[config.mk]
export PLATFORM = sky130hd
export DESIGN_NAME = dcache_mem_ctrl_flat
export DESIGN_NICKNAME = d
export VERILOG_FILES = /design/src/rtl/dcache_mem_pkg.sv /design/src/rtl/dcache_mem_ctrl_if.sv /design/src/rtl/mem_latency_timer.sv /design/src/rtl/dcache_mem_ctrl.sv /design/src/flat_wrapper.sv
export SDC_FILE = /design/constraint.sdc
export NUM_CORES = 1
export LEC_CHECK = 0
export CORE_MARGIN = 5
export CORE_UTILIZATION = 52
export CTS_BUF_LIST = sky130_fd_sc_hd__clkbuf_8
export DETAILED_ROUTE_END_ITERATION = 6
export GPL_TIMING_DRIVEN = 0
export PLACE_DENSITY = 0.9
export SYNTH_ARGS = -nofsm -noshare
export SYNTH_HDL_FRONTEND = slang
export SYNTH_SLANG_ARGS = --single-unit
export TNS_END_PERCENT = 30
[constraint.sdc]
create_clock -name clk -period 4.9 [get_ports clk]
set_input_delay 0.49 -clock clk [delete_from_list [all_inputs] [get_ports clk]]
set_output_delay 0.49 -clock clk [all_outputs]
set_load 0.03 [all_outputs]
[src/rtl/dcache_mem_pkg.sv]
// Constants and FSM encoding shared by the data cache and its memory-side controller.
package dcache_mem_pkg;

  localparam int unsigned LINE_WORDS  = 4;
  localparam int unsigned WORD_BITS   = 32;
  localparam int unsigned LINE_BITS   = LINE_WORDS * WORD_BITS;
  localparam int unsigned OFFSET_BITS = 4;
  localparam int unsigned LAT_W       = 4;

  typedef logic [2:0] state_t;

  localparam state_t S_IDLE     = 3'd0;
  localparam state_t S_WAIT     = 3'd1;
  localparam state_t S_RD_BURST = 3'd2;
  localparam state_t S_RD_LAST  = 3'd3;
  localparam state_t S_WR       = 3'd4;
  localparam state_t S_RESP     = 3'd5;

endpackage

[src/rtl/dcache_mem_ctrl_if.sv]
// Cache request/response and backing-RAM bus seen by dcache_mem_ctrl.
interface dcache_mem_ctrl_if #(
  parameter int unsigned ADDR_W = 12
) ();
  import dcache_mem_pkg::*;

  logic                 req_valid;
  logic                 req_ready;
  logic                 req_we;
  logic [31:0]          req_addr;
  logic [31:0]          req_wdata;
  logic                 resp_valid;
  logic [LINE_BITS-1:0] resp_line;
  logic                 mem_en;
  logic                 mem_we;
  logic [ADDR_W-1:0]    mem_addr;
  logic [31:0]          mem_wdata;
  logic [31:0]          mem_rdata;

  // Controller side
  modport slave (
    input  req_valid, req_we, req_addr, req_wdata, mem_rdata,
    output req_ready, resp_valid, resp_line, mem_en, mem_we, mem_addr, mem_wdata
  );

  // Cache plus backing RAM side
  modport master (
    output req_valid, req_we, req_addr, req_wdata, mem_rdata,
    input  req_ready, resp_valid, resp_line, mem_en, mem_we, mem_addr, mem_wdata
  );

endinterface

[src/rtl/mem_latency_timer.sv]
// Loadable down-counter; done_o flags the last wait cycle (count of one or zero).
module mem_latency_timer
  import dcache_mem_pkg::*;
#(
  parameter int unsigned W = LAT_W
) (
  input  logic         clk,
  input  logic         reset,
  input  logic         load_i,
  input  logic [W-1:0] load_val_i,
  output logic         done_o
);

  logic [W-1:0] cnt_q, cnt_d;

  always_comb begin
    cnt_d = cnt_q;
    if (load_i)
      cnt_d = load_val_i;
    else if (cnt_q != '0)
      cnt_d = cnt_q - W'(1);
  end

  always_ff @(posedge clk) begin
    if (reset) cnt_q <= '0;
    else       cnt_q <= cnt_d;
  end

  assign done_o = (cnt_q <= W'(1));

endmodule

[src/rtl/dcache_mem_ctrl.sv]
// Memory-side controller for the data cache: delayed 4-word line fills and
// write-through word stores against a synchronous-read word RAM.
module dcache_mem_ctrl
  import dcache_mem_pkg::*;
#(
  parameter int unsigned ADDR_W      = 12,
  parameter int unsigned MEM_LATENCY = 4
) (
  input  logic             clk,
  input  logic             reset,
  dcache_mem_ctrl_if.slave bus
);

  localparam logic [LAT_W-1:0] LAT = LAT_W'(MEM_LATENCY);

  state_t               state_q, state_d;
  logic                 we_q;
  logic [ADDR_W-1:0]    widx_q;
  logic [31:0]          wdata_q;
  logic [1:0]           k_q, k_d;
  logic [1:0]           km1;
  logic [LINE_BITS-1:0] line_q, line_d;
  logic [ADDR_W-1:0]    maddr_q, maddr_d;
  logic [31:0]          mwdata_q, mwdata_d;

  logic                 accept, wait_done, start;
  logic                 go_we;
  logic [ADDR_W-1:0]    go_idx, widx_in;
  logic [31:0]          go_wd;
  logic                 unused_addr_bits;

  assign widx_in          = bus.req_addr[ADDR_W+1:2];
  assign unused_addr_bits = ^{bus.req_addr[31:ADDR_W+2], bus.req_addr[1:0]};
  assign accept           = bus.req_valid & bus.req_ready;
  assign km1              = k_q - 2'd1;

  // With zero latency the access starts straight from IDLE using the live request.
  assign go_we  = (state_q == S_IDLE) ? bus.req_we    : we_q;
  assign go_idx = (state_q == S_IDLE) ? widx_in       : widx_q;
  assign go_wd  = (state_q == S_IDLE) ? bus.req_wdata : wdata_q;

  mem_latency_timer #(.W(LAT_W)) u_timer (
    .clk        (clk),
    .reset      (reset),
    .load_i     (accept),
    .load_val_i (LAT),
    .done_o     (wait_done)
  );

  always_comb begin
    state_d  = state_q;
    k_d      = k_q;
    line_d   = line_q;
    maddr_d  = maddr_q;
    mwdata_d = mwdata_q;
    start    = 1'b0;
    case (state_q)
      S_IDLE: begin
        if (accept) begin
          if (LAT == '0) start = 1'b1;
          else           state_d = S_WAIT;
        end
      end
      S_WAIT:     if (wait_done) start = 1'b1;
      S_RD_BURST: begin
        // Read data lags the strobe by one cycle, so word k-1 lands while word k is requested.
        if (k_q != 2'd0)
          line_d[{km1, 5'b0} +: WORD_BITS] = bus.mem_rdata;
        if (k_q == 2'd3) begin
          state_d = S_RD_LAST;
        end else begin
          k_d     = k_q + 2'd1;
          maddr_d = {maddr_q[ADDR_W-1:2], k_q + 2'd1};
        end
      end
      S_RD_LAST: begin
        line_d[3*WORD_BITS +: WORD_BITS] = bus.mem_rdata;
        state_d = S_RESP;
      end
      S_WR:    state_d = S_RESP;
      S_RESP:  state_d = S_IDLE;
      default: state_d = S_IDLE;
    endcase
    if (start) begin
      k_d = '0;
      if (go_we) begin
        state_d  = S_WR;
        maddr_d  = go_idx;
        mwdata_d = go_wd;
      end else begin
        state_d  = S_RD_BURST;
        maddr_d  = {go_idx[ADDR_W-1:2], 2'b00};
      end
    end
  end

  always_ff @(posedge clk) begin
    if (reset) begin
      state_q  <= S_IDLE;
      we_q     <= 1'b0;
      widx_q   <= '0;
      wdata_q  <= '0;
      k_q      <= '0;
      line_q   <= '0;
      maddr_q  <= '0;
      mwdata_q <= '0;
    end else begin
      state_q  <= state_d;
      k_q      <= k_d;
      line_q   <= line_d;
      maddr_q  <= maddr_d;
      mwdata_q <= mwdata_d;
      if (accept) begin
        we_q    <= bus.req_we;
        widx_q  <= widx_in;
        wdata_q <= bus.req_wdata;
      end
    end
  end

  assign bus.req_ready  = (state_q == S_IDLE) & ~reset;
  assign bus.resp_valid = (state_q == S_RESP);
  assign bus.resp_line  = line_q;
  assign bus.mem_en     = (state_q == S_RD_BURST) | (state_q == S_WR);
  assign bus.mem_we     = (state_q == S_WR);
  assign bus.mem_addr   = maddr_q;
  assign bus.mem_wdata  = mwdata_q;

endmodule
[src/flat_wrapper.sv]
// flat-port wrapper written by rule: the top's interface ports become plain ports
module dcache_mem_ctrl_flat import dcache_mem_pkg::*;
#(
  parameter int unsigned ADDR_W      = 12,
  parameter int unsigned MEM_LATENCY = 4
)
  (clk, reset, bus_req_valid, bus_req_we, bus_req_addr, bus_req_wdata, bus_mem_rdata, bus_req_ready, bus_resp_valid, bus_resp_line, bus_mem_en, bus_mem_we, bus_mem_addr, bus_mem_wdata);
  dcache_mem_ctrl_if #(.ADDR_W(ADDR_W)) bus_i ();
  input  logic clk;
  input  logic reset;
  input wire logic [$bits(bus_i.req_valid)-1:0] bus_req_valid;
  input wire logic [$bits(bus_i.req_we)-1:0] bus_req_we;
  input wire logic [$bits(bus_i.req_addr)-1:0] bus_req_addr;
  input wire logic [$bits(bus_i.req_wdata)-1:0] bus_req_wdata;
  input wire logic [$bits(bus_i.mem_rdata)-1:0] bus_mem_rdata;
  output wire logic [$bits(bus_i.req_ready)-1:0] bus_req_ready;
  output wire logic [$bits(bus_i.resp_valid)-1:0] bus_resp_valid;
  output wire logic [$bits(bus_i.resp_line)-1:0] bus_resp_line;
  output wire logic [$bits(bus_i.mem_en)-1:0] bus_mem_en;
  output wire logic [$bits(bus_i.mem_we)-1:0] bus_mem_we;
  output wire logic [$bits(bus_i.mem_addr)-1:0] bus_mem_addr;
  output wire logic [$bits(bus_i.mem_wdata)-1:0] bus_mem_wdata;
  assign bus_i.req_valid = bus_req_valid;
  assign bus_i.req_we = bus_req_we;
  assign bus_i.req_addr = bus_req_addr;
  assign bus_i.req_wdata = bus_req_wdata;
  assign bus_i.mem_rdata = bus_mem_rdata;
  assign bus_req_ready = bus_i.req_ready;
  assign bus_resp_valid = bus_i.resp_valid;
  assign bus_resp_line = bus_i.resp_line;
  assign bus_mem_en = bus_i.mem_en;
  assign bus_mem_we = bus_i.mem_we;
  assign bus_mem_addr = bus_i.mem_addr;
  assign bus_mem_wdata = bus_i.mem_wdata;
  dcache_mem_ctrl #(.ADDR_W(ADDR_W), .MEM_LATENCY(MEM_LATENCY)) u_core (.clk(clk), .reset(reset), .bus(bus_i));
endmodule
==> results of run 1 <==
==> logic make-up after synthesis <==
logic type	after synthesis	share of synthesized area [%]
buffers and inverters	111	5.266
flip-flops	226	49.98
adder cells (fa/ha/maj)	9	1.244
AO/OA/AOI/OAI	272	15.74
AND/OR/NAND/NOR	298	19.17
multiplexers	67	8.307
XOR/XNOR	3	0.2903
==> metrics by stage <==
step                worst slack, ns  utilization [%]  std cells
CTS                           1.847            73.51       1530
global route                  1.722            73.51       1530
global placement              2.347            69.14       1465
finish                        1.875            73.51       1530
floorplan                     2.888                -        986
detailed placement            2.331            69.14       1465
==> path summary, 6_finish.rpt <==
check / start / end / slack [ns] / cells past startpoint
setup / recovery: u_core.state_q[0] / bus_req_ready / 1.88 / 3
setup reg to reg: u_core.k_q[0] / u_core.bus.resp_line[77] / 2.20 / 6
hold / removal: u_core.bus.resp_line[124] / u_core.bus.resp_line[124] / 0.46 / 2
hold reg to reg: u_core.bus.resp_line[124] / u_core.bus.resp_line[124] / 0.46 / 2
==> layer usage <==
metal / track usage (%) / part of all wire, % / routed length (um)
met1: 34.33 / 36 / 10840
met2: 46.88 / 46 / 13800
met3: 9.745 / 13 / 3874
met4: 13.74 / 4.7 / 1401
met5: 0 / 0 / 0
==> cell usage in the layout, fill, tap and decap left out, types with 2 or more instances in the layout <==
master	count
a21oi_1	141
a31oi_1	2
buf_2	18
buf_6	5
bufinv_16	2
clkbuf_1	79
clkbuf_8	44
clkdlybuf4s50_1	254
dfxtp_1	226
ha_1	9
inv_1	24
mux2_1	2
mux2_2	63
mux2i_1	2
nand2_1	66
nand2b_1	17
nand3_1	13
nand4_1	107
nor2_1	5
nor2b_1	66
nor3_1	4
nor3b_1	5
o21ai_0	87
o21ai_1	21
o31ai_1	11
or2_2	3
or3_1	2
xnor2_1	3
==> power by group through the flow <==
| stage | Sequential (mW) | Clock (mW) | Combinational [mW] |
|---|---|---|---|
| after global placement | 2.08 | 0 | 0.932 |
| after floorplan | 2.12 | 0 | 0.585 |
| final | 2.05 | 1.67 | 0.984 |
| after global routing | 2.06 | 1.77 | 1.07 |
| after CTS | 2.05 | 1.69 | 0.975 |
| after detailed placement | 2.08 | 0 | 0.960 |
==> cell type report <==
type,count,share of cell area [%]
Tap cell,225,2.229
Sequential cell,226,35.83
Multi-Input combinational cell,649,32.08
Clock buffer,44,4.796
Buffer,103,3.537
Inverter,8,0.2378
Timing Repair Buffer,254,20.13
Clock inverter,21,1.149
==> tightest hold or removal path, delay by kind of cell, from the launching register on <==
| family | cells | cell delay, ns |
|---|---|---|
| flops | 1 | 0.31 |
| compound gates | 1 | 0.05 |
| simple gates | 1 | 0.05 |
==> sequential cells by signal, summed over array words and instances (netlist names) <==
signal                flops
u_core.state_q            3
u_core.we_q               1
u_core.u_timer.cnt_q      4
u_core.bus.mem_wdata     32
u_core.bus.resp_line    128
u_core.wdata_q           32
u_core.bus.mem_addr      12
u_core.k_q                2
u_core.widx_q            12
==> impl_results.md, run 1 <==
- Clock sink total: roughly 230
- Hold WS: 0.4558 ns
- WP buf/inv: 2
- Measured slew at the worst slew-check pin: between 0.9 and 1 ns
- Fin area: ~13000 sq um
- Yosys top cell area share: 49.98%
- Antenna diodes: 0
- Mapped Nets: about 1100
- Power Density: roughly 370 nW/um^2
- Reg area: between 4000 and 5000 sq um
- Setup TNS: 0 ns
- Port bufs: about 250
- CP max stage cell: clkdlybuf4s50_1
- Worst Hold Class: reg -> reg
- Period utilization: between 60% and 70%
- Startpoint types: flip-flop
- Die span in y: 141.9 um
- Initial cell density of the core: a little over half
- Ys flop type: dfxtp_1
- Antenna Nets Post-Route: 0
- Power share of the clock group: 35.5%
- Vias: between 8000 and 9000
- Pre-antenna DRT Iters: 6
- Footprint of the multi-input gates: a little over 4000 sq um
- Via density: ~5.9
- Number of global-route vias before repair: slightly below 9000
- Synth area leaders: dfxtp_1 50%, mux2_2 7.8%, a21oi_1 7.8%
- Max_slew headroom: 34.22%
- Int Pwr: between 3 and 4 mW
- Worst VDD drop: about 0.00032 V
- Clock buffer depth: 3
- Unrepaired setup endpoints after global routing: false
- Die width: between 100 and 150 um
- GPL Wtd Cong: approximately 0.89
- Largest net degree at the start of global routing: 11
- Top Ports: 276
- Placed cell area: about 12000 sq um
- Layout fillers: 1230
- Drt first-iter violations: 769
- Antenna violations before repair: 0
- Hpwl dp: roughly 21000 um
- Cts hold-fix bufs: 0
- CTS buffer count: 37
- Top-count cell post-synth: dfxtp_1
- Clk Tree Root Cell: clkbuf_8
- Min Tclk post-route: just over 3 ns
- P&R area growth vs syn: 39.49%
- Clk Latency, worst-skew pair: about 0.53 ns
- Critical Setup Path Class: reg -> out
- Die area: a little over 20000 sq um
- Worst EP required: between 4 and 5 ns
- Clock skew: 0.02705 ns
- Final WL: 29910 um
- Avg WL per Cell: 19.55 um
- Crit-path max FO: 10
- Yosys reg bits: 226
- GRT overflow: 0
- Sw power: roughly 1.4 mW
- Post-synth EDFFs: 0
- Asr flop ratio synth: 0%
- P_leak: roughly 4.4 nW
- Slowest Stage Delay on Critical Path: roughly 0.74 ns
- Crit path DAT: 2.53 ns
- Buffers inserted by post-CTS timing repair: 0
- Switching share of power: a little under a third
- Syn Area/Cell: just over 9 sq um
- Drt drc: 0
- Status: finished, final reports clean
- Syn Std Cell Area: about 9000 sq um
- Power Total: around 4.7 mW
- CORE AREA: about 17000 sq um
- Seq/Total Area, Yosys: between 40% and 50%
- GRT Total Usage: between 20 and 30%
- Reg clk slew, reported paths: roughly 0.06 ns
- Final setup viols: 0
- Final Hold Viols: 0
- Seq pwr share: about 44%
- Synth area leader: dfxtp_1
- F_max: between 300 and 400 MHz
- Max Cap Violations: 0
- Post-cts sizing count: 0
- First-pass GRT wire length: approximately 47000 um
- Share of cells above drive strength 1: around 11%
- CP delay by family, top: buffers and inverters
- Synthesis warning total: 0
- H-tree Lvls: 2
- Rows: 48
- Max Slew Vio Count: 0
- Critical Path, Cell by Cell: nor4_4 -> clkbuf_1 -> clkdlybuf4s50_1
- Endpoint class of the critical path: output pin
- CTS tree: yes
- Logic pwr share: between 20% and 30%
- Synth top cells by count: 226 x dfxtp_1, 141 x a21oi_1, 107 x nand4_1, 87 x o21ai_0, 79 x clkbuf_1
- Mapped Cells: 986
- Final net count: roughly 1400
- Synth unique cells: between 40 and 50
Power figures use the tool's default switching activity.
==> inputs of run 2 (changes only) <==
CORE_UTILIZATION = 49   (was 52)
PLACE_DENSITY = 0.86   (was 0.9)
clock period = 3.01 ns   (was 4.9 ns; I/O delays follow)
==> run 2 against run 1 <==
Non-clock buffer count did not move. Setup slack worse by 1.7 ns. Core utilization down 3.8 points. Via count down 0.44%. Hold slack got worse by 0.15 ns. Register-to-register slack got worse by 1.9 ns. Sequential share of layout area hardly changed. Die area grew 5.7%. Final cell count up 0.20%. Flip-flop and latch count is the same. Critical path type unchanged. Largest cell class unchanged. Largest power group unchanged.
==> impl_results.md, run 2 (same netlist as run 1, synthesis figures left out) <==
- F_max: about 350 MHz
- First-pass GRT wire length: approximately 46000 um
- Number of global-route vias before repair: between 8000 and 9000
- Largest net degree at the start of global routing: 11
- Power Total: between 7 and 8 mW
- Clock skew: just under 0.02 ns
- H-tree Lvls: 2
- GRT overflow: 0
- Clock buffer depth: 3
- Worst setup margin: 0.1723 ns
- Unrepaired setup endpoints after global routing: false
- Max FFs per register: 128
- Fin cells: 1533
- Avg WL per Cell: 19.30 um
- Post-cts sizing count: 0
- Worst Setup Slack post-DPL: approximately 0.45 ns
- Max_slew headroom: a little under two fifths
- Die area: roughly 21000 sq um
- P_leak: ~4.4 nW
- Clock sink total: around 230
- Status: finished, final reports clean
- Power Density: ~600 nW/um^2
- Measured slew at the worst slew-check pin: between 0.9 and 1 ns
- Antenna diodes: 0
- Commonest non-fill, non-tap cell in the layout: clkdlybuf4s50_1
- WP buf/inv: 2
- Placed cell area: between 10000 and 15000 sq um
- Placed insts: 1469
- Period utilization: between 90% and 100%
- Worst Hold Class: in -> reg
- Final setup viols: 0
- Pre-antenna DRT Iters: 5
- Max Cap Violations: 0
- Final WL: 29590 um
- Reg clk slew, reported paths: about 0.060 ns
- CP max stage cell: clkdlybuf4s50_1
- Antenna violations before repair: 0
- Die width: around 150 um
- CP delay by family, top: buffers and inverters
- Drt drc: 0
- P&R area growth vs syn: 39.36%
- Max Slew Vio Count: 0
- Reg area: ~4500 sq um
- Top Ports: between 200 and 300
- Hpwl dp: ~21000 um
- Setup TNS: 0 ns
- Reg-to-reg slack, setup: roughly 0.34 ns
- Share of cells above drive strength 1: 11.35%
- Rows: 49
- CTS buffer count: 38
- Critical Path, Cell by Cell: nor4_4 -> clkbuf_1 -> clkdlybuf4s50_1
- Layout fillers: about 1300
- CTS tree: yes
- Final net count: 1389
- Cts hold-fix bufs: 0
- Antenna Nets Post-Route: 0
- Critical Setup Path Class: reg -> out
- Worst VDD drop: 0.0004122 V
- Crit path DAT: 2.54 ns
- Startpoint types: flip-flop
- Slowest Stage Delay on Critical Path: 0.76 ns
- Port bufs: approximately 250
- Clk Latency, worst-skew pair: roughly 0.52 ns
- GRT Total Usage: 26.35%
- Fin area: roughly 13000 sq um
- Footprint of the multi-input gates: between 4000 and 5000 sq um
- Clk Tree Root Cell: clkbuf_8
- Initial cell density of the core: between 50% and 60%
- Crit-path max FO: 10
- GPL Wtd Cong: a little under 0.9
- Most frequent cells in the layout: 254 x clkdlybuf4s50_1, 226 x dfxtp_1, 141 x a21oi_1, 107 x nand4_1, 87 x o21ai_0
- Worst EP required: around 2.7 ns
- Buffers inserted by post-CTS timing repair: 0
- Die span in y: roughly 150 um
- Vias: roughly 8900
- Drt first-iter violations: about 660
- Final Hold Viols: 0
- Endpoint class of the critical path: output pin
- Min Tclk post-route: about 2.8 ns
- CORE AREA: between 15000 and 20000 sq um
- Via density: around 5.8
==> run 2: cell types whose count changed in the layout (fill, tap and decap cells not counted) <==
cell / change
bufinv_16: -2
clkbuf_8: +4
clkinv_2: +2
inv_1: -5
inv_6: +1
inv_8: -1
==> run 2: final timing paths <==
kind / end / from / cells after the start
min reg2reg: u_core.bus.resp_line[110] / u_core.bus.resp_line[110] / 2
max reg2reg: u_core.bus.resp_line[73] / u_core.k_q[0] / 6
min: u_core.widx_q[0] / reset / 4
max: bus_req_ready / u_core.state_q[1] / 3
==> run 2: worst register-to-register path, cell delays in order (launching register included) <==
cell,delay (ns)
dfxtp_1,0.50
inv_1,0.15
ha_1,0.37
nor3b_1,0.80
clkbuf_1,0.42
nand4_1,0.17
a21oi_1,0.20
==> run 2: power breakdown <==
group | switching [mW] | leakage, nW | total, mW | internal [mW]
logic | 0.965 | 2.15 | 1.59 | 0.625
registers | 0.131 | 1.83 | 3.34 | 3.20
clock network | 1.19 | 0.425 | 2.63 | 1.43
==> run 2: area by class of cell <==
type / count / area share [%]
inverter: 8 / 0.2380
clock buffer: 48 / 5.237
sequential: 226 / 35.86
tap: 229 / 2.271
clock inverter: 16 / 0.5851
timing repair buffer: 254 / 20.15
buffer: 103 / 3.541
multi-input combinational: 649 / 32.11
==> run 2: through the flow <==
step | hold slack, ns | util, %
finish | 0.3066 | 69.75
global route | 0.3190 | 69.75
CTS | 0.2755 | 69.75
detailed placement | 0.4469 | 65.69
global placement | 0.4419 | 65.69
floorplan | 0.4313 | -
==> run 2: routing by layer <==
layer	vias to the layer above	share of wire, %	track usage [%]
met3	125	12	8.097
met5	-	0	0
met4	0	5.2	14.01
li1	4131	-	-
met2	540	45	42.82
met1	4119	38	31.33
==> inputs of run 3 (changes only) <==
CORE_MARGIN = unset   (was 5)
GPL_ROUTABILITY_DRIVEN = 0   (was unset)
==> run 3 against run 2 <==
Total power up 4.4%. Count of clock-buffer cells in the layout rose by 4. First-iteration DRC count rose by 31%. Final cell count is 0.39% higher. Non-clock buffer count unchanged. Critical endpoint unchanged. Critical path type unchanged. Largest cell class unchanged. Clock power grew 13%. Via count decreased by 1.6%. Hold slack got worse by 0.018 ns. Sequential share of layout area is 0.32 points lower.
==> impl_results.md, run 3 (same netlist as run 1, synthesis figures left out) <==
- Antenna violations before repair: 0
- Final setup viols: 0
- F_max: roughly 350 MHz
- Min Tclk post-route: about 2.8 ns
- H-tree Lvls: 2
- P_leak: ~4.5 nW
- Met2 WL: 12970 um
- Worst Hold Class: in -> reg
- Max FFs per register: around 130
- Buffers inserted by post-CTS timing repair: 0
- Int Pwr: between 5 and 6 mW
- Post-cts sizing count: 0
- Setup TNS: 0 ns
- Avg WL per Cell: 18.39 um
- Clk Tree Root Cell: clkbuf_8
- Min-delay src: reset
- Antenna diodes: 0
- CTS tree: yes
- Rows: a little under 50
- Slowest Stage Delay on Critical Path: 0.74 ns
- Power Total: 7.887 mW
- Worst EP required: between 2 and 3 ns
- DR top layer: met4
- Drt drc: 0
- CORE AREA: between 15000 and 20000 sq um
- Crit path DAT: roughly 2.5 ns
- Max Slew Vio Count: 0
- Power share of the clock group: about 38%
- Drt first-iter violations: 860
- Commonest non-fill, non-tap cell in the layout: clkdlybuf4s50_1
- Final WL: 28300 um
- Logic pwr share: 20.0%
- Vias: 8772
- Port bufs: between 200 and 300
- Layout fillers: roughly 1300
- Via density: about 5.7
- R2r startpoint: u_core.k_q[0]
- Number of global-route vias before repair: 8266
- Final net count: between 1000 and 1500
- Clk Latency, worst-skew pair: approximately 0.52 ns
- Die area: 19020 sq um
- Max_slew headroom: between 30% and 40%
- Status: finished, final reports clean
- Reg clk slew, reported paths: ~0.060 ns
- Final Hold Viols: 0
- Period utilization: between 90 and 100%
- Largest net degree at the start of global routing: 11
- Clock buffer depth: 3
- CTS buffer count: 39
- Seq pwr share: 42.3%
- Cts hold-fix bufs: 0
- Critical Path, Cell by Cell: nor4_4 -> clkbuf_1 -> clkdlybuf4s50_1
- Measured slew at the worst slew-check pin: between 1 and 1.5 ns
- Routed wl met3: between 3000 and 4000 um
- Crit path from: u_core.state_q[0]
- Share of cells above drive strength 1: 11.91%
- Pre-antenna DRT Iters: 6
- Sw power: 2.337 mW
- Clock skew: between 0.02 and 0.03 ns
- Crit-path max FO: 10
- First-pass GRT wire length: around 43000 um
- Switching share of power: 29.64%
- Clock sink total: about 230
- Most frequent cells in the layout: 254 x clkdlybuf4s50_1, 226 x dfxtp_1, 141 x a21oi_1, 107 x nand4_1, 87 x o21ai_0
- CP max stage cell: clkdlybuf4s50_1
- Startpoint types: flip-flop
- Endpoint class of the critical path: output pin
- Max Cap Violations: 0
- M1 wire length: 10770 um
- Die span in y: 137.9 um
- Hpwl dp: 20160 um
- Die width: between 100 and 150 um
- GRT overflow: 0
- Top Ports: 276
- Power Density: between 600 and 700 nW/um^2
- P&R area growth vs syn: 40.62%
- GRT Total Usage: between 20 and 30%
- Unrepaired setup endpoints after global routing: false
- Worst VDD drop: 0.0004267 V
- Critical Setup Path Class: reg -> out
- Initial cell density of the core: approximately half
- Antenna Nets Post-Route: 0
==> run 3: cell types whose count changed in the layout (fill, tap and decap cells not counted) <==
cell / delta
bufinv_16: +2
clkbuf_8: +4
clkinv_2: +3
inv_1: -2
inv_6: -1
==> run 3: worst max-delay path, delay by kind of cell (launching register included) <==
| kind | cells | cell delay (ns) |
|---|---|---|
| buf+inv | 2 | 1.10 |
| flops | 1 | 0.40 |
| simple gates | 1 | 0.49 |
==> run 3: metal layers <==
metal / global-route usage [%] / vias up
met5: 0 / -
met4: 14.86 / 0
met3: 8.882 / 98
met2: 46.36 / 509
met1: 34.27 / 4039
li1: - / 4126
==> run 3: power groups by stage <==
stage                     Sequential (mW)  Combinational [mW]  Clock, mW
after global placement               3.38                1.52          0
after CTS                            3.33                1.57       3.00
after global routing                 3.35                1.71       3.16
after floorplan                      3.46               0.953          0
after detailed placement             3.39                1.55          0
final                                3.33                1.58       2.97
==> run 3: final cells by class <==
type	count	area [sq um]	share of cell area, %
Clock inverter	18	132.6	1.042
Buffer	103	446.7	3.509
Clock buffer	52	715.7	5.622
Timing Repair Buffer	254	2542	19.97
Sequential cell	226	4524	35.54
Tap cell	229	286.5	2.251
Multi-Input combinational cell	649	4051	31.83
Inverter	8	30.03	0.2359
==> run 3: metrics by stage <==
step	utilization, %	instance area, sq um	setup slack [ns]	hold slack (ns)	instances
2_1_floorplan	-	9052	1.041	0.4313	986
3_3_place_gp	65.92	11880	0.4679	0.4432	1469
3_5_place_dp	65.92	11880	0.4137	0.4489	1469
4_1_cts	70.62	12730	0.1749	0.2555	1539
5_1_grt	70.62	12730	0.03364	0.3115	1539
6_report	70.62	12730	0.1779	0.2889	1539
==> run 3: path summary, 6_finish.rpt <==
path / cells after the start / end / slack, ns
worst max-delay path: 3 / bus_req_ready / 0.18
worst min-delay path: 4 / u_core.widx_q[0] / 0.29
worst max register to register: 6 / u_core.bus.resp_line[75] / 0.22
worst min register to register: 2 / u_core.bus.resp_line[100] / 0.46
